File: src/rtl/booth_mult_seq.sv
// Sequential radix-2 Booth multiplier: one add/sub-and-shift step per clock,
// runtime signed/unsigned mode, start/done handshake, 2*WIDTH-bit product.
module booth_mult_seq #(
    parameter int  WIDTH = 16,
    localparam int CNT_W = $clog2(WIDTH + 2)
) (
    input  logic               clk,
    input  logic               rst_n,
    input  logic               start,
    input  logic               is_signed,
    input  logic [WIDTH-1:0]   op_a_in,
    input  logic [WIDTH-1:0]   op_b_in,
    output logic               ready,
    output logic               done,
    output logic [2*WIDTH-1:0] product,
    output logic [1:0]         dbg_state
);

    localparam int EW = WIDTH + 1;
    localparam int AW = WIDTH + 2;

    typedef enum logic [1:0] {
        IDLE = 2'd0,
        CALC = 2'd1,
        DONE = 2'd2
    } state_t;

    state_t             state_q, state_d;
    logic [AW-1:0]      a_q, a_d;
    logic [EW-1:0]      q_q, q_d;
    logic [EW-1:0]      m_q, m_d;
    logic               qm1_q, qm1_d;
    logic [CNT_W-1:0]   cnt_q, cnt_d;
    logic [2*WIDTH-1:0] product_q, product_d;

    logic [EW-1:0]      ext_a, ext_b;
    logic [AW-1:0]      m_sext;
    logic [AW-1:0]      sum;

    // In unsigned mode the extra top bit is zero, so the signed Booth core
    // multiplies both operand kinds without special cases.
    assign ext_a  = {is_signed & op_a_in[WIDTH-1], op_a_in};
    assign ext_b  = {is_signed & op_b_in[WIDTH-1], op_b_in};
    assign m_sext = {m_q[EW-1], m_q};

    always_ff @(posedge clk or negedge rst_n) begin
        if (!rst_n) begin
            state_q   <= IDLE;
            a_q       <= '0;
            q_q       <= '0;
            m_q       <= '0;
            qm1_q     <= 1'b0;
            cnt_q     <= '0;
            product_q <= '0;
        end else begin
            state_q   <= state_d;
            a_q       <= a_d;
            q_q       <= q_d;
            m_q       <= m_d;
            qm1_q     <= qm1_d;
            cnt_q     <= cnt_d;
            product_q <= product_d;
        end
    end

    always_comb begin
        state_d   = state_q;
        a_d       = a_q;
        q_d       = q_q;
        m_d       = m_q;
        qm1_d     = qm1_q;
        cnt_d     = cnt_q;
        product_d = product_q;
        sum       = a_q;

        case (state_q)
            IDLE, DONE: begin
                if (start) begin
                    m_d     = ext_a;
                    q_d     = ext_b;
                    a_d     = '0;
                    qm1_d   = 1'b0;
                    cnt_d   = '0;
                    state_d = CALC;
                end else if (state_q == DONE) begin
                    state_d = IDLE;
                end
            end
            CALC: begin
                case ({q_q[0], qm1_q})
                    2'b01:   sum = a_q + m_sext;
                    2'b10:   sum = a_q - m_sext;
                    default: sum = a_q;
                endcase
                a_d   = {sum[AW-1], sum[AW-1:1]};
                q_d   = {sum[0], q_q[EW-1:1]};
                qm1_d = q_q[0];
                cnt_d = cnt_q + CNT_W'(1);
                // Low 2*WIDTH bits of the post-shift {A, Q}.
                if (cnt_q == CNT_W'(WIDTH)) begin
                    product_d = {a_d[WIDTH-2:0], q_d};
                    state_d   = DONE;
                end
            end
            default: state_d = IDLE;
        endcase
    end

    assign ready     = (state_q == IDLE) || (state_q == DONE);
    assign done      = (state_q == DONE);
    assign product   = product_q;
    assign dbg_state = state_q;

endmodule

File: config.mk
export PLATFORM = sky130hd
export DESIGN_NAME = booth_mult_seq
export DESIGN_NICKNAME = d
export VERILOG_FILES = /design/src/rtl/booth_mult_seq.sv
export SDC_FILE = /design/constraint.sdc
export NUM_CORES = 1
export LEC_CHECK = 0
export CAP_MARGIN = 40
export CORE_ASPECT_RATIO = 0.6
export CORE_MARGIN = 8
export CORE_UTILIZATION = 43
export DETAILED_ROUTE_END_ITERATION = 10
export PLACE_DENSITY = 0.66
export SETUP_SLACK_MARGIN = 0.15
export SLEW_MARGIN = 20
export SYNTH_ARGS = -nofsm -noshare
export SYNTH_HDL_FRONTEND = slang
export SYNTH_SLANG_ARGS = --single-unit
File: constraint.sdc
create_clock -name clk -period 8.4 [get_ports clk]
set_input_delay 2.52 -clock clk [delete_from_list [all_inputs] [get_ports clk]]
set_output_delay 2.52 -clock clk [all_outputs]
set_load 0.02 [all_outputs]
After elaboration in Yosys (flattened, before gate mapping) --
Cells that the tools add are included. Widths: inputs -> output; s select.
Storage, ports and cells: flip-flop bits (word level) 92, input bits 36
Operators by class: bitwise gates (word level) 2, reductions and logical operators 8, muxes and demuxes 13, equality and inequality tests 8, add/subtract/negate cells 3
Operators by type and width (number):
- $pmux 18 s2 | 2
- $pmux 17 s2 | 1
- $add 18x18->18 | 1
- $mux 18 | 1
- $sub 18x18->18 | 1
- $mux 17 | 1
- $pmux 5 s2 | 1
- $reduce_and 2->1 | 4
- $mux 2 | 3
- $add 5x1->5 const B | 1
- $eq 5x5->1 const B | 1
- $mux 5 | 1
- $eq 2x1->1 const B | 2
- $eq 2x2->1 const B | 2
- $ne 2x2->1 const B | 2
- $pmux 2 s2 | 1
- $ne 3x3->1 const B | 1
- $and 1x1->1 | 2
- $logic_not 2->1 | 1
- $pmux 1 s2 | 1
- $reduce_bool 2->1 | 1
- $reduce_or 2->1 | 1
- $logic_or 1x1->1 | 1
- $mux 1 | 1

Longest topological paths before layout --
Gate-level depths: netlist of the first run.
depth after elaboration 4, mapped depth 16

Worst setup path before layout of the first run --
Ideal clock, no wire load.
kind in2reg, start point input port start, end point register m_q[16], stages 5, setup time 65 ps, data arrival time 3400 ps, slack 4934 ps, cells stage by stage nor2b_1 -> clkbuf_1 -> clkbuf_1 -> nand3_1 -> nand2_1
On the way: cells in the longest elaborated chain, start to end 1
Ends and longest elaborated chain:
- start, declared | RTL line 9 | input logic start,
- $reduce_and 2->1 (no source line)
- end signal, assigned | RTL line 59 | m_q <= m_d;
- end, declared | RTL line 31 | logic [EW-1:0] m_q, m_d;
No other way between the ends. A chain may end at the register's enable or synchronous reset.

Worst setup path in the final report of the first run --
start point register state_q[0] (netlist: dbg_state[0]), end point output port done
On the way: cells in the longest elaborated chain, start to end 1
Ends and longest elaborated chain:
- start, declared | RTL line 28 | state_t state_q, state_d;
- start signal, assigned | RTL line 56 | state_q <= state_d;
- $eq 2x2->1 | RTL line 110 | assign done = (state_q == DONE);
- end, declared | RTL line 14 | output logic done,
No other way between the ends.

==> flow_metrics.env, run 1 <==
export IMPL_rsz0062_at_grt="no"
export IMPL_crit_fanout=5
export IMPL_synth_top_cell_by_area="dfrtp_1"
export IMPL_drive_gt1_frac=0.0563
export IMPL_maxCapViolCount=0
export IMPL_yosys_area_share_simple=0.202
export IMPL_criticalPathCategory="register to primary output"
export IMPL_regArea_um2=2280
export IMPL_cp_start_kind="register"
export IMPL_seq_area_frac_synth=0.466
export IMPL_yosysMostFrequentCell="nand2_1"
export IMPL_drv_slew=0
export IMPL_overflow=0
export IMPL_drt_iter0_drc=338
export IMPL_synth_mux_area_frac=0.0233
export IMPL_hold_viol=0
export IMPL_cts_setup_buffers=0
export IMPL_cp_required_ps=5880
export IMPL_synth_ff_type="dfrtp_1"
export IMPL_clock_latency_ps=340
export IMPL_synth_xor_area_frac=0.0484
export IMPL_synth_seq_cells=91
export IMPL_clock_skew_ps=7.95
export IMPL_tightest_slew_ps=594
export IMPL_nNetsFinal=676
export IMPL_vias_per_cell=5.52
export IMPL_wl_mm=12.9
export IMPL_cts_tree="done"
export IMPL_synth_compound_area_frac=0.167
export IMPL_synthTopCellsByArea="dfrtp_1, nand2_1, ha_1"
export IMPL_ys_async_sr_fraction=1.00
export IMPL_hold_path_class="register to register"
export IMPL_htreeDepth=3
export IMPL_syn_avg_cell_area_um2=8.79
export IMPL_netlist_instances=556
export IMPL_ys_types=55
export IMPL_synth_nets=614
export IMPL_die_h_um=98.6
export IMPL_synth_top_area_frac=0.466
export IMPL_antenna_found_initial=0
export IMPL_clock_path_buffers=2
export IMPL_holdBufCountCts=0
export IMPL_cp_end_kind="primary output"
export IMPL_grt_pass1_vias=4140
export IMPL_routabilityCongestion=0.870
export IMPL_synth_edf_count=0
export IMPL_synth_warnings=0
export IMPL_grt_pass1_wl_mm=21.5
export IMPL_finalCritPeriodShare=0.480
export IMPL_grt_max_degree=67
export IMPL_multi_input_area_um2=2440
export IMPL_synth_common_cells="nand2_1, dfrtp_1, o21ai_0"
export IMPL_first_pass_iters=5
export IMPL_grt_util_all_layers=0.174
export IMPL_initial_core_util=0.437
export IMPL_root_buffer="clkbuf_16"
export IMPL_postRouteAntennaNets=0
export IMPL_coreArea_um2=11200
export IMPL_layout_min_cycle_time_ps=4030
export IMPL_wire_per_inst_um=16.8
export IMPL_syn_area_um2=4890
export IMPL_cts_sinks=91
export IMPL_post_dp_hpwl_mm=9.50
export IMPL_status="finished, final reports clean"
export IMPL_cts_buffers=9
export IMPL_io_buffers=71
export IMPL_cp_arrival_ps=1510
export IMPL_clk_pin_slew_ps=70
export IMPL_die_x_um=154
export IMPL_setup_viol=0
export IMPL_maxSlewHeadroom=0.604
export IMPL_synth_adder_area_share=0.0579
export IMPL_num_antenna_cells=0
export IMPL_final_setup_tns_ps=0
export IMPL_syn_to_final_growth_pct=24.6
export IMPL_timing_fmax_mhz=248
export IMPL_rows=30
export IMPL_synth_top_family_by_area="simple AND/OR/NAND/NOR gates"
export IMPL_drc=0
export IMPL_die_area_um2=15100
export IMPL_fillers=1002
export IMPL_vias=4227
export IMPL_ctsResizeCount=0
export IMPL_io_pins=72
[state kept, by name, summed over array words and instances, names as in the netlist]
signal and count:
product 32, a_q 17, m_q 17, q_q 17
cnt_q 5, dbg_state 2, qm1_q 1
[final timing paths]
kind	end	depth (start not counted)	slack, ps	startpoint
worst min register to register	product[10]$_DFFE_PN0P_	2	470	product[10]$_DFFE_PN0P_
worst max register to register	product[29]$_DFFE_PN0P_	10	4590	q_q[0]$_DFFE_PN0P_
worst max-delay path	done	2	4370	dbg_state[0]$_DFFE_PN0P_
worst min-delay path	product[10]$_DFFE_PN0P_	2	470	product[10]$_DFFE_PN0P_
max in group asynchronous	m_q[6]$_DFFE_PN0P_	3	5490	rst_n
min in group asynchronous	product[26]$_DFFE_PN0P_	1	2070	rst_n
[cells in the final DEF (no fill, tap or decap), types with 3 or more instances in the layout]
cell type	n
nor2_1	24
nor3_1	12
xor2_1	3
o21ai_0	50
nor2b_1	4
mux2i_1	8
nand4_1	3
buf_4	6
xnor2_1	24
a22oi_1	16
mux2_2	3
and3_1	4
o21a_1	5
clkbuf_16	9
nand3_1	17
clkdlybuf4s50_1	70
dfrtp_1	91
ha_1	21
inv_1	15
buf_8	3
a31oi_1	6
nand2_1	153
a21oi_1	24
[stage by stage]
stage | area, um2 | cells | worst slack, ps | hold WS (ps) | utilization
final | 6090 | 766 | 4370 | 473 | 0.544
after floorplan | 4890 | 556 | 4930 | 449 | -
after global placement | 5700 | 747 | 3960 | 459 | 0.510
after CTS | 6060 | 765 | 4350 | 481 | 0.542
after detailed placement | 5750 | 750 | 4360 | 464 | 0.514
after global routing | 6090 | 766 | 4210 | 497 | 0.544
[cell families (layout without fill, tap and decap cells)]
logic type               after synthesis  count (layout)
AND/OR/NAND/NOR                      229             229
AO/OA/AOI/OAI                        131             131
flip-flops                            91              91
buffers and inverters                 45             111
XOR/XNOR                              27              27
adder cells (fa/ha/maj)               22              22
multiplexers                          11              11
[per-layer routing]
layer	up-vias	global-route usage	routed length, um
li1	2047	-	-
met1	2013	0.263	6510
met2	156	0.241	5190
met3	11	0.0446	1040
met4	0	0.0419	131
met5	-	0	0
[worst max-delay path, stage by stage (launching register included)]
cell and delay (ps):
dfrtp_1 430, nor2b_1 120, clkdlybuf4s50_1 620
[cell type report]
type | count | area share
tap | 144 | 0.0296
clock buffer | 9 | 0.0370
sequential | 91 | 0.374
timing repair buffer | 80 | 0.134
clock inverter | 6 | 0.0148
inverter | 16 | 0.00986
multi-input combinational | 420 | 0.400
Power of run 1 is not shown: default switching activity piles up to over one toggle a cycle in this logic, so the estimate is an artifact.
==> run 2, diff against run 1 <==
Settings changed: PLACE_DENSITY 0.66 to 0.68.
Clock period 8.4 ns to 3.4 ns, I/O delays scaled along.
==> run 2 against run 1 <==
Against the previous run:
- flip-flop and latch count is the same
- design area grew 3.1%
- global-route usage grew 0.46 points
- utilization grew 1.7 points
- routed wire length grew 5.1%
- cell count grew 1.8%
- critical path depth grew 9
==> flow_metrics.env, run 2 (synthesis results as in run 1) <==
export IMPL_status="finished, final reports clean"
export IMPL_clock_skew_ps=5.42
export IMPL_hold_viol=0
export IMPL_hold_path_class="register to register"
export IMPL_drv_slew=0
export IMPL_cts_buffers=9
export IMPL_syn_to_final_growth_pct=28.5
export IMPL_final_common_cell="nand2_1"
export IMPL_cp_required_ps=3610
export IMPL_overflow=0
export IMPL_io_pins=72
export IMPL_criticalPathCategory="register to register"
export IMPL_num_antenna_cells=0
export IMPL_final_setup_tns_ps=0
export IMPL_rsz0062_at_grt="no"
export IMPL_io_buffers=71
export IMPL_wl_mm=13.5
export IMPL_cts_tree="done"
export IMPL_initial_core_util=0.437
export IMPL_first_pass_iters=6
export IMPL_die_area_um2=15100
export IMPL_grt_pass1_vias=4146
export IMPL_coreArea_um2=11200
export IMPL_clk_pin_slew_ps=70
export IMPL_maxSlewHeadroom=0.551
export IMPL_die_h_um=98.6
export IMPL_grt_util_met3=0.0524
export IMPL_multi_input_area_um2=2590
export IMPL_vias=4354
export IMPL_crit_fanout=5
export IMPL_grt_met2_usage=0.242
export IMPL_final_area_um2=6280
export IMPL_cp_end_kind="register"
export IMPL_wire_per_inst_um=17.3
export IMPL_regArea_um2=2280
export IMPL_holdBufCountCts=0
export IMPL_layout_min_cycle_time_ps=3070
export IMPL_root_buffer="clkbuf_16"
export IMPL_vias_per_cell=5.58
export IMPL_cts_sinks=91
export IMPL_antenna_found_initial=0
export IMPL_setup_viol=0
export IMPL_cp_start_kind="register"
export IMPL_drt_iter0_drc=377
export IMPL_drc=0
export IMPL_grt_util_all_layers=0.179
export IMPL_routabilityCongestion=0.929
export IMPL_post_dp_hpwl_mm=9.69
export IMPL_die_x_um=154
export IMPL_finalCritPeriodShare=0.902
export IMPL_timing_fmax_mhz=326
export IMPL_tightest_slew_ps=674
export IMPL_htreeDepth=3
export IMPL_maxCapViolCount=0
export IMPL_layout_common_cells="nand2_1, dfrtp_1, clkdlybuf4s50_1"
export IMPL_grt_use_met1=0.270
export IMPL_largest_reg_flops=32
export IMPL_fillers=984
export IMPL_clock_latency_ps=340
export IMPL_nNetsFinal=689
export IMPL_clock_path_buffers=2
export IMPL_postRouteAntennaNets=0
export IMPL_rows=30
export IMPL_grt_pass1_wl_mm=21.9
export IMPL_top_usage_layer="met1"
export IMPL_cp_arrival_ps=3280
export IMPL_place_area_um2=5780
export IMPL_grt_max_degree=52
export IMPL_drive_gt1_frac=0.115
## run 2: cell types whose count changed in the layout (fill, tap and decap cells not counted), sizes merged
cell and change:
buf +13, bufinv -2, clkbuf +1, inv +2
## run 2: final cells by class
type                    count  area share
well taps                 144      0.0287
multi-input cells         420       0.413
repair buffers             93       0.141
flip-flops and latches     91       0.363
clock inverters             6     0.00758
inverters                  16     0.00957
clock buffers              10      0.0365
## run 2: timing repair
item / 4_1_cts / 5_1_grt
hold endpoints to repair: 0 / 0
gates resized for setup: 3 / 31
setup endpoints to repair: 5 / 12
pin swaps: 0 / 15
buffers inserted: 0 / 8
## run 2: worst max-delay path: stages, from the launching register on
cell and delay (ps):
dfrtp_1 470, nor4_4 330, and3_4 240, a21oi_2 70, xnor2_2 220, ha_2 360, and3_4 210, a221oi_4 320
a31oi_2 140, xnor2_1 170, o311ai_1 280, o41ai_1 120
## run 2: routing by layer
metal | part of all wire | vias to the layer above
li1 | - | 2071
met1 | 0.51 | 2097
met2 | 0.40 | 175
met3 | 0.081 | 11
met4 | 0.011 | 0
met5 | 0 | -
## run 2: per-stage QoR
step | hold WS [ps] | util | setup slack, ps | std cells
2_1_floorplan | 449 | - | 402 | 556
3_3_place_gp | 459 | 0.514 | 33.6 | 754
6_report | 476 | 0.561 | 332 | 780
3_5_place_dp | 461 | 0.517 | 30.5 | 756
5_1_grt | 502 | 0.561 | 119 | 780
4_1_cts | 477 | 0.543 | 163 | 772
## run 2: worst paths after layout
check | start | endpoint | slack (ps) | depth (start not counted)
worst max register to register | m_q[8]$_DFFE_PN0P_ | a_q[16]$_DFFE_PN0P_ | 330 | 11
worst min register to register | product[10]$_DFFE_PN0P_ | product[10]$_DFFE_PN0P_ | 480 | 2
worst min-delay path | product[10]$_DFFE_PN0P_ | product[10]$_DFFE_PN0P_ | 480 | 2
worst max-delay path | m_q[8]$_DFFE_PN0P_ | a_q[16]$_DFFE_PN0P_ | 330 | 11
max in group asynchronous | rst_n | m_q[3]$_DFFE_PN0P_ | 1940 | 2
min in group asynchronous | rst_n | product[27]$_DFFE_PN0P_ | 710 | 1
Power of run 2 is left out for the same reason.
